==> config.mk <==
export PLATFORM = sky130hd
export DESIGN_NAME = midi_gate_ctrl_flat
export DESIGN_NICKNAME = d
export VERILOG_FILES = /design/src/rtl/midi_gate_ctrl_pkg.sv /design/src/rtl/midi_gate_ctrl_if.sv /design/src/rtl/midi_gate_ctrl_msg_parser.sv /design/src/rtl/midi_gate_ctrl.sv /design/src/flat_wrapper.sv
export SDC_FILE = /design/constraint.sdc
export NUM_CORES = 1
export LEC_CHECK = 0
export BUFFER_PORTS_ARGS = -buffer_cell sky130_fd_sc_hd__buf_4
export CAP_MARGIN = 20
export CORE_AREA = 2 2 79 81
export CTS_CLUSTER_DIAMETER = 100
export DETAILED_ROUTE_END_ITERATION = 16
export DIE_AREA = 0 0 81 83
export GPL_ROUTABILITY_DRIVEN = 0
export SLEW_MARGIN = 40
export SYNTH_ARGS = -nofsm -noshare
export SYNTH_HDL_FRONTEND = slang
export SYNTH_SLANG_ARGS = --single-unit
==> constraint.sdc <==
create_clock -name clk -period 4.45 [get_ports clk]
set_clock_uncertainty 0.1 [all_clocks]
set_input_delay 1.335 -clock clk [delete_from_list [all_inputs] [get_ports clk]]
set_output_delay 1.335 -clock clk [all_outputs]
set_load 0.02 [all_outputs]
==> src/rtl/midi_gate_ctrl_pkg.sv <==
// midi_gate_ctrl_pkg: MIDI status constants, parser state encoding and byte-class helper.
package midi_gate_ctrl_pkg;
  localparam logic [3:0] NOTE_OFF = 4'h8;
  localparam logic [3:0] NOTE_ON = 4'h9;
  localparam logic [3:0] CC = 4'hB;
  localparam logic [3:0] PROG = 4'hC;
  localparam logic [3:0] CHAN_PRESS = 4'hD;
  localparam logic [6:0] CC_ALL_SOUND_OFF = 7'd120;
  localparam logic [6:0] CC_ALL_NOTES_OFF = 7'd123;
  typedef enum logic [1:0] {NO_STATUS, WAIT_D1, WAIT_D2} pstate_t;
  function automatic logic one_data(input logic [3:0] hi);
    return hi == PROG || hi == CHAN_PRESS;
  endfunction
endpackage

==> src/rtl/midi_gate_ctrl_if.sv <==
// midi_gate_ctrl_if: byte stream in, gate strobes and note/velocity out.
interface midi_gate_ctrl_if;
  logic [7:0] midi_byte;
  logic midi_dv;
  logic gate_on;
  logic gate_off;
  logic gate;
  logic [6:0] note;
  logic [6:0] velocity;
  modport master(output midi_byte, midi_dv, input gate_on, gate_off, gate, note, velocity);
  modport slave(input midi_byte, midi_dv, output gate_on, gate_off, gate, note, velocity);
endinterface

==> src/rtl/midi_gate_ctrl_msg_parser.sv <==
// midi_msg_parser: running-status MIDI parser; msg_dv fires in the cycle carrying the final data byte.
module midi_msg_parser
  import midi_gate_ctrl_pkg::*;
(
  input  logic       clk,
  input  logic       rst_n,
  input  logic [7:0] midi_byte,
  input  logic       midi_dv,
  output logic       msg_dv,
  output logic [7:0] msg_status,
  output logic [6:0] msg_d1,
  output logic [6:0] msg_d2
);
  pstate_t state, state_nx;
  logic [7:0] status, status_nx;
  logic [6:0] d1, d1_nx;
  logic sys, stat, data;
  // Realtime bytes (F8-FF) fall in none of these classes and leave everything untouched.
  assign sys = midi_dv && midi_byte[7:3] == 5'b11110;
  assign stat = midi_dv && midi_byte[7] && midi_byte[7:4] != 4'hF;
  assign data = midi_dv && !midi_byte[7];
  always_ff @(posedge clk or negedge rst_n)
    if (!rst_n) begin
      state <= NO_STATUS;
      status <= 8'h00;
      d1 <= 7'h00;
    end else begin
      state <= state_nx;
      status <= status_nx;
      d1 <= d1_nx;
    end
  always_comb begin
    state_nx = sys ? NO_STATUS : stat ? WAIT_D1 : !data ? state :
               (state == WAIT_D1 && !one_data(status[7:4])) ? WAIT_D2 :
               state == WAIT_D2 ? WAIT_D1 : state;
    status_nx = sys ? 8'h00 : stat ? midi_byte : status;
    d1_nx = data ? midi_byte[6:0] : d1;
  end
  always_comb begin
    msg_dv = data && (state == WAIT_D2 || (state == WAIT_D1 && one_data(status[7:4])));
    msg_status = status;
    msg_d1 = state == WAIT_D2 ? d1 : midi_byte[6:0];
    msg_d2 = midi_byte[6:0];
  end
endmodule

==> src/rtl/midi_gate_ctrl.sv <==
// midi_gate_ctrl: channel filter and last-note-priority gate tracker driving the envelope strobes.
module midi_gate_ctrl
  import midi_gate_ctrl_pkg::*;
#(
  parameter logic [3:0] MIDI_CH = 4'd0
) (
  input logic clk,
  input logic rst_n,
  midi_gate_ctrl_if.slave bus
);
  logic msg_dv, ch_ok, hit_on, hit_off, rel, all_off;
  logic [7:0] msg_status;
  logic [6:0] msg_d1, msg_d2;
  logic [3:0] kind;
  midi_msg_parser u_parser (
    .clk(clk),
    .rst_n(rst_n),
    .midi_byte(bus.midi_byte),
    .midi_dv(bus.midi_dv),
    .msg_dv(msg_dv),
    .msg_status(msg_status),
    .msg_d1(msg_d1),
    .msg_d2(msg_d2)
  );
  assign kind = msg_status[7:4];
  assign ch_ok = msg_dv && msg_status[3:0] == MIDI_CH;
  assign rel = (kind == NOTE_OFF || (kind == NOTE_ON && msg_d2 == 7'd0)) && msg_d1 == bus.note;
  assign all_off = kind == CC && (msg_d1 == CC_ALL_NOTES_OFF || msg_d1 == CC_ALL_SOUND_OFF);
  assign hit_on = ch_ok && kind == NOTE_ON && msg_d2 != 7'd0;
  assign hit_off = ch_ok && bus.gate && (rel || all_off);
  always_ff @(posedge clk or negedge rst_n)
    if (!rst_n) begin
      bus.gate_on <= 1'b0;
      bus.gate_off <= 1'b0;
      bus.gate <= 1'b0;
      bus.note <= 7'd0;
      bus.velocity <= 7'd0;
    end else begin
      bus.gate_on <= hit_on;
      bus.gate_off <= hit_off;
      bus.gate <= hit_on ? 1'b1 : hit_off ? 1'b0 : bus.gate;
      if (hit_on) begin
        bus.note <= msg_d1;
        bus.velocity <= msg_d2;
      end
    end
endmodule
==> src/flat_wrapper.sv <==
// flat-port wrapper written by rule: the top's interface ports become plain ports
module midi_gate_ctrl_flat import midi_gate_ctrl_pkg::*;
#(
  parameter logic [3:0] MIDI_CH = 4'd0
)
  (clk, rst_n, bus_midi_byte, bus_midi_dv, bus_gate_on, bus_gate_off, bus_gate, bus_note, bus_velocity);
  midi_gate_ctrl_if bus_i ();
  input logic clk;
  input logic rst_n;
  input wire logic [$bits(bus_i.midi_byte)-1:0] bus_midi_byte;
  input wire logic [$bits(bus_i.midi_dv)-1:0] bus_midi_dv;
  output wire logic [$bits(bus_i.gate_on)-1:0] bus_gate_on;
  output wire logic [$bits(bus_i.gate_off)-1:0] bus_gate_off;
  output wire logic [$bits(bus_i.gate)-1:0] bus_gate;
  output wire logic [$bits(bus_i.note)-1:0] bus_note;
  output wire logic [$bits(bus_i.velocity)-1:0] bus_velocity;
  assign bus_i.midi_byte = bus_midi_byte;
  assign bus_i.midi_dv = bus_midi_dv;
  assign bus_gate_on = bus_i.gate_on;
  assign bus_gate_off = bus_i.gate_off;
  assign bus_gate = bus_i.gate;
  assign bus_note = bus_i.note;
  assign bus_velocity = bus_i.velocity;
  midi_gate_ctrl #(.MIDI_CH(MIDI_CH)) u_core (.clk(clk), .rst_n(rst_n), .bus(bus_i));
endmodule
; Word level (Yosys, flattened, before mapping)
; Cells that the tools add are included.
[word_totals]
reg_bits = 34
latch_bits = 0
ram_bits = 0
romBits = 0
in_bits = 11
out_inout_bits = 17
n_memories = 0
[op_classes]
n_addsub = 0
n_mul = 0
div = 0
order_cmp = 0
n_eq_ne = 12
shift = 0
muxes = 10
n_bitwise = 0
reduce_logical = 30
[ops]
columns = cell, count
row1 = equality test 4 bit (second input constant), 5
row2 = 2-to-1 mux 8 bit, 2
row3 = logical AND 1 bit, 15
row4 = equality test 7 bit (second input constant), 2
row5 = 2-to-1 mux 2 bit, 5
row6 = equality test 7 bit, 1
row7 = logical NOT 7 bit, 1
row8 = 2-to-1 mux 7 bit, 1
row9 = nonzero test 7 bit, 1
row10 = equality test 5 bit (second input constant), 1
row11 = logical OR 1 bit, 5
row12 = logical NOT 4 bit, 1
row13 = != test 4 bit (second input constant), 1
row14 = nonzero test 2 bit, 2
row15 = nonzero test 4 bit, 1
row16 = nonzero test 3 bit, 1
row17 = equality test 2 x 1 -> 1 bit (second input constant), 1
row18 = equality test 2 bit (second input constant), 1
row19 = logical NOT 1 bit, 2
row20 = 2-to-1 mux 1 bit, 2
row21 = AND reduction 2 bit, 1

; Logic depth before layout (Yosys ltp)
[depth]
ltp_word = 10
mapped_depth = 8
ltp_nobuf = 6

; By module
; From an unflattened synthesis, not the netlist that was laid out.
[hier_totals]
cells_unflattened = 140
area_unflattened_um2 = 1744.2
[modules_own_cells]
columns = module, instances, cells_per_inst, area_each_um2
row1 = midi_msg_parser, 1, 81, 894.6
row2 = midi_gate_ctrl, 1, 59, 849.6

; Worst setup path before layout
; Ideal clock, no wire load.
[synth_timing]
path_type = input -> register
start = in bus_midi_byte[4]
end = reg u_core.bus.gate_off
arrival_time_ps = 3022
setup_slack_ps = 1247
stages = 7
n_path_buf = 1
path_cell_list = clkbuf_1 -> or4_4 -> o41ai_4 -> o21ai_0 -> or4b_1 -> o22ai_1 -> nor3b_2
[synth_between]
elab_chain_len = 6
word_cells_on_any_way = 12
classes_between = 3 x eq/ne / 1 x mux / 8 x reduce/logical
[synth_rtl]
columns = element, line_no
row1 = "start, declared", flat_wrapper.sv:10  ; input wire logic [$bits(bus_i.midi_byte)-1:0] bus_midi_byte;
row2 = 2-to-1 mux 7 bit / logical NOT 7 bit (equally long branches), "midi_gate_ctrl_msg_parser.sv:42, midi_gate_ctrl.sv:27"
row3 = equality test 7 bit / logical AND 1 bit (equally long branches), "midi_gate_ctrl.sv:28, midi_gate_ctrl.sv:27"
row4 = "logical OR 1 bit, on equally long branches", "midi_gate_ctrl.sv:28, midi_gate_ctrl.sv:27"
row5 = "logical AND 1 bit, on equally long branches", "midi_gate_ctrl.sv:28, midi_gate_ctrl.sv:27"
row6 = logical OR 1 bit (*), midi_gate_ctrl.sv:30  ; assign hit_off = ch_ok && bus.gate && (rel || all_off);
row7 = logical AND 1 bit (*), midi_gate_ctrl.sv:30
row8 = net u_core.hit_off, midi_gate_ctrl.sv:11  ; logic msg_dv, ch_ok, hit_on, hit_off, rel, all_off;
row9 = "end signal, assigned", midi_gate_ctrl.sv:40  ; bus.gate_off <= hit_off;
row10 = "end, declared", midi_gate_ctrl_if.sv:11  ; modport slave(input midi_byte, midi_dv, output gate_on, gate_off, gate, note, velocity);
; The timed path passes the listed nets; every way through them passes the cells marked *.
; A chain may end at the register's enable or synchronous reset.

; Final worst setup path
[layout_timing]
start = in bus_midi_byte[1]
end = reg u_core.bus.gate_off
; The elaborated chain is that of the path after synthesis.

==> flow_summary.ini <==
[routing]
vias = 1314
ant_nets = 0
first_pass_iters = 4
drc = 0
wirelength_microns = 3890
drtIter0Drc = 51
via_per_inst = 4.81
wl_per_cell_microns = 14.2

[power_and_ir_drop]
p_per_area_nw_per_um2 = 452
ir_drop_v = 0.000191
p_leak_nw = 0.986

[clocking]
post_cts_buffers = 0
cts_tree = built
root_buffer = clkbuf_8
numCtsBuffers = 5
cts_hold_buffers = 0
clock-sinks = 34
ctsResizeCount = 0
clkTransAtPathRegs_ns = 0.07
clockBufferDepth = 2
clk_latency_ns = 0.29
cts_max_level = 2

[die]
fp.dieH_microns = 83
die_x_microns = 81
rows = 28
coreArea_sq_um = 5820
boundaryPins = 28
initial_core_util_pct = 29.1
die-area_sq_um = 6720

[yosys]
netlist.area_leader.share_pct = 50.3
synth_area_sq_um = 1690
synth_top_area_cell = dfrtp_1
synthArstFlopShare_pct = 100
synthDistinctLibCells = 38
syn_nets = 181
synth_seq_cells = 34
synth_edf_count = 0
ys_warn_count = 0
synth_area_leaders = dfrtp_1 (50%), mux2_2 (7.3%), nand2_1 (5.3%)
avgSynthCellArea_sq_um = 9.94
netlist_instances = 170
ys_seq_area_share_pct = 50.3
ys.flop_type = dfrtp_1

[timing]
rsz0062_at_grt = false
tightest_slew_ns = 0.714
setup_tns_ns = 0
final-setup-viol-count = 0
fin_crit_ns = 3.13
max_freq_ghz = 0.319
relSlewSlack_pct = 52.4
slew_violations = 0
hold_viol_final = 0
fin_crit_sh_pct = 70.4

[setup_path]
endpoint_kind = flop
worstPathArrival_ns = 3.25
cp-start-kind = primary input
required_ns = 4.56
cp_max_fo = 6
path_class = primary input to flop

[placement]
dpl_cell_area_sq_um = 1980
portBuffers = 27
dp_hpwl_microns = 2790

[finish]
n_antenna_cell = 0
final-seq-area_sq_um = 851
area_growth_pct = 25.6
multiInputGateArea_sq_um = 788
final_nets = 208
drive_gt1_share_pct = 27.3
fillerInstances = 621
finish.instance_area_sq_um = 2120

[global_routing]
grt_usage_pct = 12.7
grt_max_degree = 35
grt_overflow = 0
grt_pass1_vias = 1267
antenna_found_initial = 0
grt_pass1_wl_microns = 6560

[run]
drv_cap = 0

[outcome]
run_status = completed

[worst_hold_path]
hp-class = flop to flop
## flip-flops by register name, indices dropped and copies added (netlist names)
register	flops
u_core.u_parser.state	2
u_core.u_parser.d1	7
u_core.bus.note	7
u_core.bus.gate_off	1
u_core.bus.velocity	7
u_core.u_parser.msg_status	8
u_core.bus.gate	1
u_core.bus.gate_on	1
## layout make-up
| type | instances | area share, % |
|---|---|---|
| tap | 75 | 4.42 |
| clock inverter | 2 | 2.83 |
| multi-input combinational | 120 | 37.1 |
| inverter | 6 | 1.06 |
| timing repair buffer | 30 | 10.6 |
| clock buffer | 6 | 3.89 |
| sequential | 34 | 40.1 |
## power breakdown
group          switching [mW]  internal (mW)
Combinational           0.123         0.0964
Sequential             0.0366          0.349
Clock                   0.116          0.239
## cell usage in the layout, fill, tap and decap left out, types with 2 or more instances in the layout
cell,instances
a21oi_1,9
a31oi_1,4
buf_4,30
bufinv_16,2
clkbuf_8,6
dfrtp_1,34
inv_1,6
mux2_2,11
mux2i_1,4
nand2_1,24
nand2b_1,7
nand3_1,3
nor2_1,11
nor2b_1,3
o21ai_0,13
o22ai_1,3
xnor2_1,3
xor2_1,4
## stage by stage
stage / std cells / setup slack [ns] / hold WS [ns] / power [mW] / utilization (%)
2_1_floorplan: 170 / 1.25 / 0.366 / 0.536 / -
3_3_place_gp: 265 / 1.05 / 0.384 / 0.609 / 34.1
3_5_place_dp: 265 / 1.01 / 0.397 / 0.612 / 34.1
4_1_cts: 273 / 1.32 / 0.413 / 0.966 / 36.5
5_1_grt: 273 / 1.24 / 0.429 / 1.01 / 36.5
6_report: 273 / 1.32 / 0.413 / 0.959 / 36.5
## worst max-delay path, cell delays in order
cell     delay [ns]
buf_4          0.14
or4_4          0.54
o41ai_4        0.29
o21ai_0        0.14
or4b_1         0.47
o22ai_1        0.15
nor3b_2        0.18
## cells by family after synthesis
logic type,Yosys count,share of synthesized area [%]
DFF,34,50.3
and+or+nand+nor,61,18.7
buffers and inverters,16,3.55
muxes,15,9.70
AOI/OAI and AO/OA,37,14.1
xor gates and xnor gates,7,3.63
## routing by layer
metal | track usage [%] | part of all wire [%] | vias up
met5 | 0 | 0 | -
met4 | 4.62 | 1.6 | 0
met3 | 4.24 | 5.7 | 5
met2 | 18.6 | 44 | 31
met1 | 17.4 | 49 | 636
li1 | - | - | 642
## cells in the mapped netlist, types with 3 or more instances
| cell | instances |
|---|---|
| nor2_1 | 11 |
| mux2i_1 | 4 |
| xnor2_1 | 3 |
| xor2_1 | 4 |
| inv_1 | 6 |
| o21ai_0 | 13 |
| nand2_1 | 24 |
| mux2_2 | 11 |
| nor2b_1 | 3 |
| nand3_1 | 3 |
| o22ai_1 | 3 |
| a21oi_1 | 9 |
| a31oi_1 | 4 |
| dfrtp_1 | 34 |
| clkbuf_1 | 9 |
| nand2b_1 | 7 |
## path summary, 6_finish.rpt
check / startpoint / end / slack (ns) / cells after the start
max: bus_midi_byte[1] / u_core.bus.gate_off / 1.32 / 7
min: u_core.bus.velocity[1] / u_core.bus.velocity[1] / 0.41 / 1
max reg2reg: u_core.u_parser.state[0] / u_core.bus.velocity[0] / 1.81 / 6
min reg2reg: u_core.bus.velocity[1] / u_core.bus.velocity[1] / 0.41 / 1
max in group asynchronous: rst_n / u_core.bus.gate_off / 3.05 / 1
min in group asynchronous: rst_n / u_core.u_parser.d1[2] / 0.88 / 1
(Power assumes the default switching activity.)
